<file path="config.mk">
export PLATFORM = sky130hd
export DESIGN_NAME = div_flat
export DESIGN_NICKNAME = d
export VERILOG_FILES = /design/src/rtl/div_pkg.sv /design/src/rtl/div_if.sv /design/src/rtl/div.sv /design/src/flat_wrapper.sv
export SDC_FILE = /design/constraint.sdc
export NUM_CORES = 1
export LEC_CHECK = 0
export BUFFER_PORTS_ARGS = -buffer_cell sky130_fd_sc_hd__buf_2
export CORE_MARGIN = 4
export CORE_UTILIZATION = 40
export DETAILED_ROUTE_END_ITERATION = 10
export GPL_TIMING_DRIVEN = 0
export HOLD_SLACK_MARGIN = 0.15
export PLACE_DENSITY = 0.6
export SETUP_SLACK_MARGIN = 0.1
export SYNTH_ARGS = -nofsm -noshare
export SYNTH_HDL_FRONTEND = slang
export SYNTH_SLANG_ARGS = --single-unit
export TNS_END_PERCENT = 10
</file>
<file path="constraint.sdc">
create_clock -name clk -period 3.79 [get_ports clk]
set_clock_uncertainty 0.1 [all_clocks]
set_input_delay 0.379 -clock clk [delete_from_list [all_inputs] [get_ports clk]]
set_output_delay 0.379 -clock clk [all_outputs]
set_load 0.005 [all_outputs]
</file>
<file path="src/rtl/div_pkg.sv">
// Shared widths, FSM encodings and handshake constants for the EX-stage divider.
package div_pkg;

  localparam int REG_BUS        = 32;
  localparam int DOUBLE_REG_BUS = 64;

  localparam logic [1:0] DIV_FREE    = 2'b00;
  localparam logic [1:0] DIV_BY_ZERO = 2'b01;
  localparam logic [1:0] DIV_ON      = 2'b10;
  localparam logic [1:0] DIV_END     = 2'b11;

  localparam logic DIV_RESULT_READY     = 1'b1;
  localparam logic DIV_RESULT_NOT_READY = 1'b0;
  localparam logic DIV_START            = 1'b1;
  localparam logic DIV_STOP             = 1'b0;

  function automatic logic [REG_BUS-1:0] neg(input logic [REG_BUS-1:0] x);
    return ~x + REG_BUS'(1);
  endfunction

  // Magnitude of x when it is a signed negative operand, x unchanged otherwise.
  function automatic logic [REG_BUS-1:0] mag(input logic [REG_BUS-1:0] x, input logic is_signed);
    return (is_signed && x[REG_BUS-1]) ? neg(x) : x;
  endfunction

endpackage

</file>
<file path="src/rtl/div_if.sv">
// EX <-> divider handshake: operands and start/annul in, {HI,LO} result and ready out.
interface div_if;
  import div_pkg::*;

  logic                      signed_div_i;
  logic [REG_BUS-1:0]        opdata1_i;
  logic [REG_BUS-1:0]        opdata2_i;
  logic                      start_i;
  logic                      annul_i;
  logic [DOUBLE_REG_BUS-1:0] result_o;
  logic                      ready_o;

  modport master (
    output signed_div_i, opdata1_i, opdata2_i, start_i, annul_i,
    input  result_o, ready_o
  );

  modport slave (
    input  signed_div_i, opdata1_i, opdata2_i, start_i, annul_i,
    output result_o, ready_o
  );
endinterface

</file>
<file path="src/rtl/div.sv">
// Radix-2 restoring divider for DIV/DIVU: one quotient bit per cycle, 34 cycles start to ready.
module div
  import div_pkg::*;
(
  input logic clk,
  input logic rst_n,
  div_if.slave bus
);

  logic [1:0]         state;
  logic [5:0]         cnt;
  logic [64:0]        work;     // {partial remainder, dividend bits shifting into quotient}
  logic [REG_BUS-1:0] divisor;
  logic               neg1, neg2;
  logic [REG_BUS:0]   trial;
  logic [REG_BUS-1:0] q_fix, r_fix;

  assign trial = {1'b0, work[63:32]} - {1'b0, divisor};

  // Quotient negative when signs differ; remainder follows the dividend.
  always_comb begin
    q_fix = (neg1 ^ neg2) ? neg(work[31:0])  : work[31:0];
    r_fix = neg1          ? neg(work[64:33]) : work[64:33];
  end

  always_ff @(posedge clk) begin
    if (!rst_n) begin
      state        <= DIV_FREE;
      cnt          <= '0;
      work         <= '0;
      divisor      <= '0;
      neg1         <= 1'b0;
      neg2         <= 1'b0;
      bus.result_o <= '0;
      bus.ready_o  <= DIV_RESULT_NOT_READY;
    end else if (state != DIV_FREE && bus.annul_i) begin
      state        <= DIV_FREE;
      cnt          <= '0;
      bus.result_o <= '0;
      bus.ready_o  <= DIV_RESULT_NOT_READY;
    end else begin
      case (state)
        DIV_FREE: begin
          bus.result_o <= '0;
          bus.ready_o  <= DIV_RESULT_NOT_READY;
          if (bus.start_i == DIV_START && !bus.annul_i) begin
            neg1    <= bus.signed_div_i & bus.opdata1_i[REG_BUS-1];
            neg2    <= bus.signed_div_i & bus.opdata2_i[REG_BUS-1];
            divisor <= mag(bus.opdata2_i, bus.signed_div_i);
            work    <= {32'b0, mag(bus.opdata1_i, bus.signed_div_i), 1'b0};
            cnt     <= '0;
            state   <= (bus.opdata2_i == '0) ? DIV_BY_ZERO : DIV_ON;
          end
        end
        DIV_BY_ZERO: begin
          work  <= '0;
          neg1  <= 1'b0;
          neg2  <= 1'b0;
          state <= DIV_END;
        end
        DIV_ON: begin
          if (cnt != 6'd32) begin
            if (trial[REG_BUS]) work <= {work[63:0], 1'b0};
            else                work <= {trial[31:0], work[31:0], 1'b1};
            cnt <= cnt + 6'd1;
          end else begin
            work  <= {r_fix, 1'b0, q_fix};
            cnt   <= '0;
            state <= DIV_END;
          end
        end
        DIV_END: begin
          if (bus.start_i == DIV_STOP) begin
            state        <= DIV_FREE;
            bus.result_o <= '0;
            bus.ready_o  <= DIV_RESULT_NOT_READY;
          end else begin
            bus.result_o <= {work[64:33], work[31:0]};
            bus.ready_o  <= DIV_RESULT_READY;
          end
        end
        default: state <= DIV_FREE;
      endcase
    end
  end

endmodule

</file>
<file path="src/flat_wrapper.sv">
// flat-port wrapper written by rule: the top's interface ports become plain ports
module div_flat import div_pkg::*;
  (clk, rst_n, bus_signed_div_i, bus_opdata1_i, bus_opdata2_i, bus_start_i, bus_annul_i, bus_result_o, bus_ready_o);
  div_if bus_i ();
  input logic clk;
  input logic rst_n;
  input wire logic [$bits(bus_i.signed_div_i)-1:0] bus_signed_div_i;
  input wire logic [$bits(bus_i.opdata1_i)-1:0] bus_opdata1_i;
  input wire logic [$bits(bus_i.opdata2_i)-1:0] bus_opdata2_i;
  input wire logic [$bits(bus_i.start_i)-1:0] bus_start_i;
  input wire logic [$bits(bus_i.annul_i)-1:0] bus_annul_i;
  output wire logic [$bits(bus_i.result_o)-1:0] bus_result_o;
  output wire logic [$bits(bus_i.ready_o)-1:0] bus_ready_o;
  assign bus_i.signed_div_i = bus_signed_div_i;
  assign bus_i.opdata1_i = bus_opdata1_i;
  assign bus_i.opdata2_i = bus_opdata2_i;
  assign bus_i.start_i = bus_start_i;
  assign bus_i.annul_i = bus_annul_i;
  assign bus_result_o = bus_i.result_o;
  assign bus_ready_o = bus_i.ready_o;
  div u_core (.clk(clk), .rst_n(rst_n), .bus(bus_i));
endmodule
</file>
# Word-level counts from Yosys, hierarchy flattened
# Cells that the tools add are included.
[totals]
romBits = 0
latch_bits = 0
regBits = 172
wordCells = 78
n_memories = 0
ramBits = 0
[classes]
reduce_logical = 20
shift = 0
n_eq_ne = 9
mul = 0
bitwise_logic = 9
magnitude_cmp = 0
n_div = 0
addsub = 6
mux = 24
[op_table]
columns = ["op", "count"]
rows = [
  ["$mux 65", 3],
  ["$pmux 65 s3", 1],
  ["$add 32x1->32 const B", 4],
  ["$mux 32", 4],
  ["$not 32->32", 4],
  ["$pmux 64 s2", 1],
  ["$mux 64", 1],
  ["$sub 32x32->33", 1],
  ["$logic_not 32->1", 1],
  ["$mux 6", 2],
  ["$pmux 6 s2", 1],
  ["$reduce_and 3->1", 4],
  ["$mux 2", 4],
  ["$pmux 2 s4", 1],
  ["$reduce_and 4->1", 2],
  ["$reduce_bool 2->1", 4],
  ["$add 6x1->6 const B", 1],
  ["$ne 3x1->1 const B", 2],
  ["$ne 6x6->1 const B", 1],
  ["$pmux 1 s2", 3],
  ["$eq 2x2->1 const B", 2],
  ["$logic_and 1x1->1", 4],
  ["$ne 2x2->1 const B", 2],
  ["$mux 1", 3],
  ["10 further kinds", 12],
]

# Depth between registers and ports, before layout
[logic_depth]
depth_word = 5
mapped_depth = 14

# Worst setup path after synthesis
# OpenSTA, ideal clock, no wires.
[synth_path]
kind = "register to register"
startpoint = "reg u_core.work[0]"
endpoint = "reg u_core.work[26]"
setup_time_ns = 0.132
slack_ns = 0.501
period_less_slack_ns = 3.289
arrival_ns = 3.057
t_required_ns = 3.558
stages_incl_launch_ff = 13
path_cell_list = "dfxtp_1 -> inv_1 -> ha_1 -> or3b_2 -> or4_1 -> buf_2 -> or3_4 -> nor4_4 -> inv_1 -> or3_1 -> xor2_1 -> a221oi_1 -> nor4_1"
[synth_via]
elab_chain_cells = 5
[synth_rtl]
columns = ["item", "line", "source"]
rows = [
  ["from (decl)", "div.sv:12", "logic [64:0] work;"],
  ["from (signal assigned)", "div.sv:50", "work <= {32'b0, mag(bus.opdata1_i, bus.signed_div_i), 1'b0};"],
  ["from (signal assigned)", "div.sv:63", "if (trial[REG_BUS]) work <= {work[63:0], 1'b0};"],
  ["from (signal assigned)", "div.sv:64", "else work <= {trial[31:0], work[31:0], 1'b1};"],
  ["$not 32->32", "div_pkg.sv:18", "return ~x + REG_BUS'(1);"],
  ["$add 32x1->32", "div_pkg.sv:18", ""],
  ["$mux 32", "div.sv:22", "q_fix = (neg1 ^ neg2) ? neg(work[31:0]) : work[31:0];"],
  ["$mux 65", "div.sv:62", "if (cnt != 6'd32) begin"],
  ["$pmux 65 s3", "div.sv:42", "case (state)"],
]
# Every way passes these cells. The select of a mux whose other input is x is not followed.
# A chain may end at the register's enable or synchronous reset.

# Final worst setup path
[layout_path]
startpoint = "reg u_core.work[1]"
endpoint = "reg u_core.work[26]"
# Same word-level chain as after synthesis.

==> metrics.md <==
| Metric | Value |
|---|---|
| Final ANT Viol Nets | 0 |
| Vias | 12000 |
| Post-synth top area share | a little under a third |
| Post-route minimum period | 3520 ps |
| Pwr dens | ~500 nW/µm² |
| Hold Fails Final Rpt | 0 |
| Vias in the first global route | 10900 |
| Drc violations | 0 |
| Largest net degree at the start of global routing | 19 |
| Initial antenna violation count | 0 |
| Slowest-stage cell, CP | or4_1 |
| Skew-Pair Late Insertion Delay | around 440 ps |
| CTS buffer count | 17 |
| Internal power | 0.00380 W |
| GP Congestion | 0.940 |
| Final nets | about 1800 |
| Routed WL per cell | ~20 µm |
| Net Sw Power | 0.00283 W |
| RSZ-0062 raised after global routing | yes |
| Final setup vio count | 0 |
| CP max FO | 7 |
| Global-route usage over all layers | between 20% and 30% |
| Port Buffer Count | about 130 |
| DP Area | roughly 13000 µm² |
| Clock slew at reported path FFs | approximately 70 ps |
| Tightest Pin Transition | 1150 ps |
| Routed WL | about 42000 µm |
| Total negative slack | 0 ps |
| First-pass GRT wire length | around 64000 µm |
| # diodes | 0 |
| Switching share of power | 42.7% |
| DIE WIDTH | about 180 µm |
| Clock Power Share | a little over a quarter |
| CTS H-Tree Depth | 4 |
| Die area | 31200 µm² |
| Pre-antenna DRT Iters | 8 |
| Max-slew headroom | a little under a quarter |
| Max incr delay on CP | 480 ps |
| Seq/Total Area, Yosys | a little under a third |
| Synthesized area | ~11000 µm² |
| Die H | 177 µm |
| Max-slew violation count | 0 |
| Post-synth ARST share | 0% |
| Flops & latches, synth | ~170 |
| Peak supply drop | about 0.28 mV |
| Required @ worst endpoint | 3980 ps |
| TritonCTS clock tree | yes |
| Startpoint Class | flip-flop |
| Hpwl dp | 31400 µm |
| Starting DRC count in detailed routing | about 1300 |
| Crit end category | flip-flop |
| Worst path cell trace | inv_1 -> ha_1 -> or3b_4 -> or4_1 -> buf_2 -> or3_4 -> nor4_4 -> inv_1 -> or3_1 -> xor2_1 -> a221oi_2 -> nor4_1 |
| Overall power | 0.00662 W |
| Layout cells sized above 1 | about 12% |
| Avg Inst Size Synth | 7.54 µm² |
| WS Path Type | flip-flop to flip-flop |
| YS warnings | 0 |
| Pleak | 5.19 nW |
| Sequential Power Share | 33.5% |
| Area contributors post-synth | dfxtp_1 30%, nor2_1 6.7%, a21oi_1 5.4% |
| Fmax | approximately 280 MHz |
| Area growth syn-to-layout | 15.9% |
| Max cap viols | 0 |
| Initial core utilization | around two fifths |
| Root buffer cell | clkbuf_16 |
| Post-Syn Nets | between 1500 and 2000 |
| Status | finished, final reports clean |
| GR Overflow Total | 0 |
| Worst Path Arrival | ~3700 ps |
| Cell row count | 61 |
| Vias per cell | 5.84 |
| Core Area | 27900 µm² |
| Max Buffers Root-to-Sink | 2 |
| Dominant cell type by area after synthesis | dfxtp_1 |
| Predominant post-synthesis flop cell | dfxtp_1 |
| Part of the power in combinational logic | just under 40% |
| Cells after Synth | 1510 |
| Netlist cell types | a little over 70 |
| Sink Count | 172 |
| IO Pins | about 130 |
| HP Class | input port to flip-flop |
| Number of synthesized flops with an enable pin | 0 |
| Final worst-path cycle share | between 90 and 100% |
| Crit path top cell by count | inv_1 |
| Post-Layout Inst Area | between 10000 and 15000 µm² |
-- what timing repair did --
action / in CTS / in global routing
setup buffers: 0 / 4
hold buffers: 2 / 0
hold endpoints to repair: 2 / 0
pin swaps: 0 / 3
cloned: 0 / 0
gates resized for setup: 8 / 13
endpoints found under the setup margin: 31 / 37
-- layout make-up --
type,count,area (µm²)
well taps,378,473
clock inverters,14,143
plain buffers,96,387
flip-flops and latches,172,3450
repair buffers,139,716
inverters,59,221
fillers,2929,14700
multi-input cells,1183,7380
clock buffers,18,429
-- cells by family after synthesis --
family / Yosys count / share of synthesized area, %
flops: 172 / 30.3
buf+inv: 155 / 5.22
compound gates: 522 / 30.0
mux: 13 / 1.18
fa+ha+maj: 45 / 5.01
simple gates: 511 / 21.3
xor+xnor: 92 / 7.08
-- metrics by stage --
stage / hold WS, ps / util [%] / std cells / setup WS [ps]
2_1_floorplan: 332 / - / 1510 / 501
3_3_place_gp: 354 / 44.8 / 2021 / -501
3_5_place_dp: 364 / 44.8 / 2021 / -445
4_1_cts: 151 / 47.0 / 2055 / 97.3
5_1_grt: 165 / 47.2 / 2059 / 87.1
6_report: 155 / 47.2 / 2059 / 273
-- sequential cells by signal (all words and copies together), names as in the netlist --
signal               flops
u_core.neg1              1
u_core.work             65
u_core.state             2
u_core.divisor          32
u_core.bus.result_o     64
u_core.bus.ready_o       1
u_core.cnt               6
u_core.neg2              1
-- routing by layer --
metal / up-vias / global-route usage [%] / part of all wire, %
met3: 53 / 5.04 / 8.1
met1: 5611 / 38.4 / 48
met5: - / 0 / 0
met4: 0 / 7.45 / 2.1
met2: 507 / 37.9 / 42
li1: 5846 / - / -
-- final timing paths --
| check | from | endpoint | slack, ps | depth (start not counted) |
|---|---|---|---|---|
| setup reg to reg | u_core.work[1] | u_core.work[26] | 270 | 12 |
| hold reg to reg | u_core.divisor[29] | u_core.divisor[29] | 370 | 2 |
| setup / recovery | u_core.work[1] | u_core.work[26] | 270 | 12 |
| hold / removal | bus_opdata2_i[1] | u_core.divisor[1] | 160 | 3 |
-- cells in the mapped netlist (5+ instances only) --
cell type  number
a211oi_1       31
a21boi_0        6
a21o_1         25
a21oi_1       123
a221oi_1       12
a22oi_1        79
a311oi_1        7
a31oi_1        24
and2_1         11
and3_1         12
buf_1           9
clkbuf_1       82
dfxtp_1       172
ha_1           44
inv_1          58
mux2i_1        10
nand2_1       122
nand2b_1       15
nand3_1        16
nand3b_1        8
nand4_1         5
nor2_1        202
nor2b_1         8
nor3_1         36
nor4_1         15
o211ai_1       13
o21a_1         10
o21ai_0       105
o21bai_1        6
o221ai_1       22
o22ai_1         9
o311ai_0        5
o31ai_1         9
o41ai_1         5
or3_1          25
or4_1          13
xnor2_1        47
xor2_1         45
-- power by group through the flow --
| stage | combinational (W) | clock [W] | sequential, W |
|---|---|---|---|
| after floorplan | 0.00182 | 0 | 0.00217 |
| after global placement | 0.00251 | 0 | 0.00224 |
| after detailed placement | 0.00251 | 0 | 0.00225 |
| after CTS | 0.00254 | 0.00180 | 0.00220 |
| after global routing | 0.00287 | 0.00188 | 0.00224 |
| final | 0.00262 | 0.00179 | 0.00222 |
-- worst max-delay path: cells and delay by family, from the launching register on --
| kind | cells | cell delay [ps] |
|---|---|---|
| AND/OR/NAND/NOR | 6 | 2010 |
| XOR/XNOR | 1 | 160 |
| AO/OA/AOI/OAI | 1 | 230 |
| flip-flops | 1 | 350 |
| buffers and inverters | 3 | 340 |
| adder cells (fa/ha/maj) | 1 | 160 |
-- placed cells by master (no fill, tap or decap), drive strengths merged, types with 7 or more instances in the layout --
cell type  netlist  routed
o211ai          13      13
and3            12      12
a22oi           79      79
or3             27      27
o21ai          109     109
o31ai            9       9
o221ai          22      22
a221oi          12      12
a211oi          31      31
nand3           16      16
nor2           202     202
dfxtp          172     172
a311oi           7       7
nor2b            8       8
buf             14     150
and2            12      12
nand3b           8       8
nand2          122     122
o22ai            9       9
nand2b          15      15
mux2i           10      10
a21o            25      25
nor4            17      17
nor3            36      36
xor2            45      45
or4             13      13
inv             58      67
o21a            10      10
a31oi           24      24
xnor2           47      47
clkbuf          82     101
a21oi          123     123
ha              44      44
Power figures use the tool's default switching activity.
